`src/rtl/scroll_sequencer_pkg.sv`:
```
// Shared types and constants for the scrolling 7-segment message sequencer.
// The character codes match the seven_seg_display encoding.
package scroll_sequencer_pkg;

    localparam int NUM_DIGITS = 6;
    localparam int CHAR_W     = 3;

    localparam logic [CHAR_W-1:0] BLANK = 3'b111;
    localparam logic [CHAR_W-1:0] CH_L  = 3'd0;
    localparam logic [CHAR_W-1:0] CH_E  = 3'd1;
    localparam logic [CHAR_W-1:0] CH_A  = 3'd2;
    localparam logic [CHAR_W-1:0] CH_F  = 3'd3;
    localparam logic [CHAR_W-1:0] CH_6  = 3'd4;
    localparam logic [CHAR_W-1:0] CH_7  = 3'd5;

    typedef enum logic [1:0] {
        IDLE = 2'd0,
        HOLD = 2'd1,
        RUN  = 2'd2
    } state_t;

endpackage

```
`src/rtl/scroll_sequencer_tick_prescaler.sv`:
```
// Divides the tick_in strobe by 2^speed_sel and flags the tick that should step the scroll.
module tick_prescaler (
    input  logic       clk,
    input  logic       reset,
    input  logic       enable,
    input  logic       tick_in,
    input  logic       clear,
    input  logic [1:0] speed_sel,
    output logic       step
);

    logic [2:0] count;
    logic [2:0] limit;

    // >= rather than == so a speed change that lowers the limit below count
    // still steps on the next tick instead of waiting for a counter wrap.
    assign limit = 3'((4'd1 << speed_sel) - 4'd1);
    assign step  = enable && tick_in && (count >= limit);

    always_ff @(posedge clk or posedge reset) begin
        if (reset) begin
            count <= 3'd0;
        end else if (clear) begin
            count <= 3'd0;
        end else if (enable && tick_in) begin
            count <= step ? 3'd0 : count + 3'd1;
        end
    end

endmodule

```
`src/rtl/scroll_sequencer.sv`:
```
// Holds a message of character codes and rotates it left or right across the
// digit positions at a rate derived from tick_in.
module scroll_sequencer
    import scroll_sequencer_pkg::state_t,
           scroll_sequencer_pkg::IDLE,
           scroll_sequencer_pkg::HOLD,
           scroll_sequencer_pkg::RUN,
           scroll_sequencer_pkg::BLANK;
#(
    parameter int NUM_DIGITS = scroll_sequencer_pkg::NUM_DIGITS,
    parameter int CHAR_W     = scroll_sequencer_pkg::CHAR_W
) (
    input  logic                         clk,
    input  logic                         reset,
    input  logic                         tick_in,
    input  logic                         run,
    input  logic                         dir,
    input  logic [1:0]                   speed_sel,
    input  logic                         load_valid,
    input  logic [NUM_DIGITS*CHAR_W-1:0] load_data,
    output logic                         load_ready,
    output logic [NUM_DIGITS*CHAR_W-1:0] chars,
    output logic [2:0]                   offset,
    output logic                         running,
    output logic                         wrap,
    output state_t                       state_dbg
);

    localparam logic [2:0] LAST = 3'(NUM_DIGITS - 1);

    state_t                       state;
    logic [NUM_DIGITS*CHAR_W-1:0] msg;
    logic                         accept;
    logic                         step;
    logic                         presc_clear;

    // A message is taken when load_valid meets load_ready; RUN never accepts.
    assign load_ready  = (state != RUN);
    assign accept      = load_valid && load_ready;
    assign presc_clear = accept || (state != RUN);
    assign state_dbg   = state;

    tick_prescaler u_prescaler (
        .clk       (clk),
        .reset     (reset),
        .enable    ((state == RUN) && run),
        .tick_in   (tick_in),
        .clear     (presc_clear),
        .speed_sel (speed_sel),
        .step      (step)
    );

    always_ff @(posedge clk or posedge reset) begin
        if (reset) begin
            state   <= IDLE;
            msg     <= {NUM_DIGITS{BLANK}};
            offset  <= 3'd0;
            running <= 1'b0;
            wrap    <= 1'b0;
        end else begin
            wrap <= 1'b0;
            case (state)
                IDLE, HOLD: begin
                    if (accept) begin
                        msg    <= load_data;
                        offset <= 3'd0;
                        state  <= HOLD;
                    end else if (state == HOLD && run) begin
                        state   <= RUN;
                        running <= 1'b1;
                    end
                end
                RUN: begin
                    // Dropping run wins over a coincident step.
                    if (!run) begin
                        state   <= HOLD;
                        running <= 1'b0;
                    end else if (step) begin
                        if (!dir) begin
                            offset <= (offset == LAST) ? 3'd0 : offset + 3'd1;
                            wrap   <= (offset == LAST);
                        end else begin
                            offset <= (offset == 3'd0) ? LAST : offset - 3'd1;
                            wrap   <= (offset == 3'd0);
                        end
                    end
                end
                default: begin
                    state   <= IDLE;
                    running <= 1'b0;
                end
            endcase
        end
    end

    // Position p shows message digit (p + offset) mod NUM_DIGITS; digit 0 sits in the MSBs.
    always_comb begin
        int idx;
        idx   = 0;
        chars = {NUM_DIGITS{BLANK}};
        if (state != IDLE) begin
            for (int p = 0; p < NUM_DIGITS; p++) begin
                idx = p + int'(offset);
                if (idx >= NUM_DIGITS) idx = idx - NUM_DIGITS;
                chars[(NUM_DIGITS-1-p)*CHAR_W +: CHAR_W] = msg[(NUM_DIGITS-1-idx)*CHAR_W +: CHAR_W];
            end
        end
    end

endmodule

```
`config.mk`:
```
export PLATFORM = sky130hd
export DESIGN_NAME = scroll_sequencer
export DESIGN_NICKNAME = d
export VERILOG_FILES = /design/src/rtl/scroll_sequencer_pkg.sv /design/src/rtl/scroll_sequencer_tick_prescaler.sv /design/src/rtl/scroll_sequencer.sv
export SDC_FILE = /design/constraint.sdc
export NUM_CORES = 1
export LEC_CHECK = 0
export CAP_MARGIN = 30
export CORE_MARGIN = 2
export CORE_UTILIZATION = 35
export CTS_CLUSTER_SIZE = 30
export DETAILED_ROUTE_END_ITERATION = 8
export GPL_ROUTABILITY_DRIVEN = 0
export GPL_TIMING_DRIVEN = 0
export PLACE_DENSITY_LB_ADDON = 0.1
export SLEW_MARGIN = 5
export SYNTH_ARGS = -nofsm -noshare
export SYNTH_HDL_FRONTEND = slang
export SYNTH_SLANG_ARGS = --single-unit
```
`constraint.sdc`:
```
create_clock -name clk -period 12.1 [get_ports clk]
set_input_delay 1.21 -clock clk [delete_from_list [all_inputs] [get_ports clk]]
set_output_delay 1.21 -clock clk [all_outputs]
set_load 0.02 [all_outputs]
```
* After elaboration in Yosys (flattened, before gate mapping)
Cells that the tools add are included.
** Storage, ports and cells
- Bits in registers :: 28
- Output and inout port bits :: 26
- Word-level logic and storage cells :: 109
** Cells by class
- Add/sub/neg operators :: 21
- Multipliers :: 6
- Magnitude comparators :: 7
- Eq/ne operators :: 11
- Shifts and indexed selects :: 7
- Multiplexer cells :: 35
- Reductions and logical operators :: 16
** Operators by type and width (number)
- 32-bit 2-to-1 mux :: 12
- 32-bit by 3-bit multiplier with 32-bit output (second input constant) :: 6
- 18-bit by 32-bit indexed part select with 3-bit output :: 6
- 4-bit by 32-bit subtractor with 32-bit output (first input constant) :: 6
- 3-bit 2-to-1 mux :: 9
- 4-bit by 3-bit subtractor with 5-bit output (second input constant) :: 5
- 4-bit by 3-bit greater-or-equal comparator with 1-bit output (second input constant) :: 5
- 18-bit 2-to-1 mux :: 1
- 2-bit inequality test (second input constant) :: 6
- 2-bit by 3-bit adder with 4-bit output (first input constant) :: 2
- 3-bit by 3-bit adder with 4-bit output (first input constant) :: 2
- 1-bit 2-to-1 mux :: 7
- 3-bit by 1-bit adder with 3-bit output (second input constant) :: 2
- 2-bit 2-to-1 mux :: 3
- 3-bit case mux with 2 select lines :: 1
- 2-bit nonzero test :: 3
- 3-bit by 1-bit subtractor with 3-bit output (second input constant) :: 2
- 1-bit logical AND :: 5
- 1-bit by 3-bit adder with 4-bit output (first input constant) :: 1
- 2-bit case mux with 2 select lines :: 1
- 2-bit AND reduction :: 2
- 4-bit AND reduction :: 1
- 3-bit by 3-bit subtractor with 4-bit output (second input constant) :: 1
- 3-bit == test (second input constant) :: 1
- 13 further kinds :: 13

* Depth between registers and ports, before layout
- Depth in word-level cells :: 8
- Gate-level depth with buffers :: 23

* By module
From an unflattened synthesis, not the netlist that was laid out.
** Unflattened totals
- Cell total of the unflattened synthesis :: 731
- Area, all modules :: 6152.2 um^2
** By module, submodules not included
- scroll_sequencer :: instances 1, cells each 703, area an instance 5913.2 um^2, sequential area each 648.1 um^2
- tick_prescaler :: instances 1, cells each 28, area an instance 239.0 um^2, sequential area each 75.1 um^2

* Least setup slack after synthesis
No wires, ideal clock.
- Kind :: register to output
- Start point :: reg offset[0]
- End point :: out chars[6]
- Arrival :: 5.378 ns
- Data required time :: 10.890 ns
- Slack :: 5.512 ns
- Cell stages (with the launch flop) :: 20
- Path buffers :: 3
- Path through :: dfrtp_1 buf_6 inv_1 buf_1 ha_1 clkinv_1 ha_1 inv_1 ha_1 a21boi_0 mux2_2 ha_1 xnor2_1 xor2_1 fa_1 clkbuf_1 or3_1 nor3_1 a21oi_1 o31ai_1
** On the way
- Longest elaborated chain between the ends :: 8
- Elaborated cells on any way between the ends :: 9
- Those cells by class :: add/sub: 3; mul: 1; order compare: 1; shift: 1; mux: 3
** RTL lines
- start, declared :: RTL line scroll_sequencer.sv:23 : output logic [2:0] offset,
- start signal, assigned :: RTL line scroll_sequencer.sv:80 : offset <= (offset == LAST) ? 3'd0 : offset + 3'd1;
- start signal, assigned :: RTL line scroll_sequencer.sv:83 : offset <= (offset == 3'd0) ? LAST : offset - 3'd1;
- 2-bit by 3-bit adder with 4-bit output * :: RTL line scroll_sequencer.sv:103 : idx = p + int'(offset);
- 4-bit by 3-bit subtractor with 5-bit output or 4-bit by 3-bit greater-or-equal comparator with 1-bit output (tied branches) :: RTL line scroll_sequencer.sv:104 : if (idx >= NUM_DIGITS) idx = idx - NUM_DIGITS;
- 32-bit 2-to-1 mux * :: RTL line scroll_sequencer.sv:104
- 32-bit 2-to-1 mux * :: RTL line scroll_sequencer.sv:101 : if (state != IDLE) begin
- 4-bit by 32-bit subtractor with 32-bit output * :: RTL line scroll_sequencer.sv:105 : chars[(NUM_DIGITS-1-p)*CHAR_W +: CHAR_W] = msg[(NUM_DIGITS-1-idx)*CHAR_W +: CHAR_W];
- 32-bit by 3-bit multiplier with 32-bit output * :: RTL line scroll_sequencer.sv:105
- 18-bit by 32-bit indexed part select with 3-bit output * :: RTL line scroll_sequencer.sv:105
- 18-bit 2-to-1 mux * :: RTL line scroll_sequencer.sv:101
- end, declared :: RTL line scroll_sequencer.sv:22 : output logic [NUM_DIGITS*CHAR_W-1:0] chars,
Mark *: on every way between the ends. The rest lies on a longest branch, timed or not. The select of a mux whose other input is x is not followed.

* Worst setup path in the final report
- Start point :: reg offset[0]
- End point :: out chars[2]
** On the way
- Longest elaborated chain between the ends :: 8
- Elaborated cells on any way between the ends :: 9
- Those cells by class :: add/sub: 3; mul: 1; order compare: 1; shift: 1; mux: 3
** RTL lines (RTL line)
- 3-bit by 3-bit adder with 4-bit output * :: scroll_sequencer.sv:103
- 4-bit by 3-bit subtractor with 5-bit output or 4-bit by 3-bit greater-or-equal comparator with 1-bit output (tied branches) :: scroll_sequencer.sv:104
- 32-bit 2-to-1 mux * :: scroll_sequencer.sv:104
- 32-bit 2-to-1 mux * :: scroll_sequencer.sv:101
- 4-bit by 32-bit subtractor with 32-bit output * :: scroll_sequencer.sv:105
- 32-bit by 3-bit multiplier with 32-bit output * :: scroll_sequencer.sv:105
- 18-bit by 32-bit indexed part select with 3-bit output * :: scroll_sequencer.sv:105
- 18-bit 2-to-1 mux * :: scroll_sequencer.sv:101
Marked as above.

==> run summary <==
Status: complete, no violations
Avg WL per Cell: 19.8 um
Critical Path AT: 7120 ps
Num rows: 47
Top FF cell, synth: dfstp_2
Final Critical Period: 8330 ps
Multi-input logic area: 4810 sq um
CTS H-tree depth: 1
Startpoint Class: flip-flop
Period utilization: 68.8%
Total Die Area: 18000 sq um
Yosys warnings: 0
Dpl cells: 910
Seq cells post-synth: 28
Post-CTS sizing: 0
Util after Layout: 41.3%
Mapped Cells: 638
Via/cell ratio: 5.94
Synth area leader: mux4_2
Reg power frac: 12.8%
Setup TNS Final: 0 ps
Async SR Flop Fraction: 100%
Setup violations, final: 0
Vias in the first global route: 5400
Switch share: 46.8%
Layout area overhead: 15.4%
Initial antenna violation count: 0
Top fanout value on the critical path: 14
Max VDD drop: 0.0635 mV
Fin cells: 914
Hold slack: 538 ps
Slew margin rel.: 39.3%
Comb pwr share: 77.7%
Final nets: 799
R2R cell count: 8
Setup Crit Path Kind: flip-flop to primary output
Max capacitance violation total: 0
Post-CTS Setup Inserts: 0
Boundary Pins: 52
Clock Sinks: 28
Register Area: 723 sq um
Post-synthesis sequential area ratio: 12.2%
Inserted Clock Buffers: 3
Synth top cells by count: 72 x ha_1, 53 x mux4_2, 49 x inv_1, 40 x a21oi_1, 33 x clkbuf_1
Crit. End Element: primary output
CTS clk-pin slew, worst paths: 80 ps
Cell-internal power: 0.000533 W
CTS tree: yes
Largest net degree at the start of global routing: 18
Mapped Nets: 742
Worst Skew: 8.76 ps
Post-route ant nets: 0
Detailed Route WL: 18100 um
Initial DRC Count: 424
Hold WC Path Type: flip-flop to flip-flop
Longest Clk Path Bufs: 2
DRC violations left: 0
Worst slew pin tran: 910 ps
Hold buffer count at CTS: 0
Latest clock arrival within the worst-skew pair: 280 ps
Yosys top cell area share: 20.1%
DR pass1 iterations: 5
Initial Util: 35.8%
Gr usage total: 20.2%
Die W: 134 um
Pins Over Slew Limit: 0
ANT cells: 0
Sw Pwr: 0.000470 W
P_leak: 2.82 nW
IO Port Bufs: 51
Fillers: 1651
Average cell area after synthesis: 9.31 sq um
Top post-synthesis cells by area: mux4_2 20%, ha_1 15%, dfstp_2 8.0%
Pwr dens: 146 nW/um^2
Via count: 5425
Netlist cell types: 64
Die Y: 134 um
CTS root buf: clkbuf_16
Worst Path Required: 10890 ps
Share of cells above drive strength 1: 18.0%
Core area: 16600 sq um
Final hold vios: 0
Clock power share: 9.5%
HPWL Detailed: 14200 um
Total Power: 0.00100 W
FMAX: 120 MHz
Top-count cell post-synth: ha_1
First-pass GRT wire length: 29000 um
RSZ-0062 raised after global routing: false
Total grt overflow: 0
Synthesized cell area: 5940 sq um
Number of synthesized flops with an enable pin: 0
Worst Hold Depth: 1
## sequential cells by signal, indices dropped and copies added (netlist names)
| name | flops |
|---|---|
| u_prescaler.count | 3 |
| state_dbg | 2 |
| running | 1 |
| wrap | 1 |
| msg | 18 |
| offset | 3 |
## per-layer routing
layer / up-vias / wire [um] / part of all wire [%] / track usage [%]
met1: 2682 / 8040 / 44 / 27.3
met3: 21 / 994 / 5.5 / 2.61
met2: 215 / 8810 / 49 / 34.9
met5: - / 0 / 0 / 0
li1: 2507 / - / - / -
met4: 0 / 255 / 1.4 / 3.98
## path summary, 6_finish.rpt
check / start / endpoint / slack, ps
setup / recovery: offset[0] / chars[2] / 3770
hold / removal: u_prescaler.count[0] / u_prescaler.count[0] / 540
setup reg to reg: offset[0] / offset[1] / 9050
hold reg to reg: u_prescaler.count[0] / u_prescaler.count[0] / 540
max in group asynchronous: reset / msg[6] / 10220
min in group asynchronous: reset / u_prescaler.count[1] / 1290
## power by group through the flow
stage | logic [W] | registers, W | clock network (W)
6_report | 0.000779 | 0.000129 | 0.0000952
5_1_grt | 0.000845 | 0.000131 | 0.000101
4_1_cts | 0.000777 | 0.000129 | 0.0000985
3_5_place_dp | 0.000773 | 0.000130 | 0
3_3_place_gp | 0.000762 | 0.000130 | 0
2_1_floorplan | 0.000551 | 0.000125 | 0
## cells in the final DEF, fill, tap and decap left out, types with 4 or more instances in the layout
| cell | count |
|---|---|
| mux4_2 | 53 |
| nor3_1 | 20 |
| clkdlybuf4s50_1 | 51 |
| xor2_1 | 11 |
| dfstp_2 | 18 |
| a21o_1 | 8 |
| a211oi_1 | 9 |
| or2_2 | 4 |
| buf_2 | 7 |
| ha_1 | 72 |
| nor2_1 | 30 |
| nand4b_1 | 4 |
| nand4_1 | 8 |
| and3_1 | 6 |
| o211ai_1 | 4 |
| fa_1 | 6 |
| dfrtp_1 | 10 |
| xnor2_1 | 23 |
| nand2b_1 | 11 |
| or3_1 | 6 |
| mux2_2 | 27 |
| inv_1 | 49 |
| a31oi_1 | 12 |
| nand2_1 | 30 |
| nand3_1 | 6 |
| clkbuf_1 | 33 |
| clkbuf_16 | 4 |
| mux2i_1 | 31 |
| nor2b_1 | 11 |
| o21ai_0 | 30 |
| a21oi_1 | 40 |
## metrics by stage
stage,worst slack [ps],area [sq um]
2_1_floorplan,5510,5940
3_3_place_gp,4150,6720
3_5_place_dp,4080,6750
4_1_cts,3750,6850
5_1_grt,3250,6850
6_report,3770,6850
## cell families after synthesis
group	synth area share (%)
other	0.0632
DFF	12.2
and+or+nand+nor	13.3
muxes	30.4
buffers and inverters	6.85
adders and majority gates	17.2
xor gates and xnor gates	5.01
AOI/OAI and AO/OA	15.0
## worst max-delay path: stages, from the launching register on
cell             delay [ps]
dfrtp_1                 580
buf_6                   250
inv_1                   170
buf_1                   710
ha_1                    460
ha_1                    250
inv_1                    60
ha_1                    150
a21bo_2                 220
buf_2                   160
o21ai_0                 330
ha_1                    310
inv_1                   110
xnor2_1                 160
ha_1                    330
inv_1                    60
fa_1                    460
nand2b_1                170
a21oi_1                 240
xnor2_1                 200
nand4_1                 180
nor2b_1                 200
o311ai_1                380
clkdlybuf4s50_1         680
## area by class of cell
| type | instances | area share [%] |
|---|---|---|
| sequential | 28 | 10.6 |
| inverter | 50 | 2.74 |
| tap | 220 | 4.02 |
| clock buffer | 4 | 1.46 |
| multi-input combinational | 512 | 70.2 |
| timing repair buffer | 52 | 7.85 |
| buffer | 48 | 3.20 |
No activity file was read; power rests on OpenSTA's default activity.
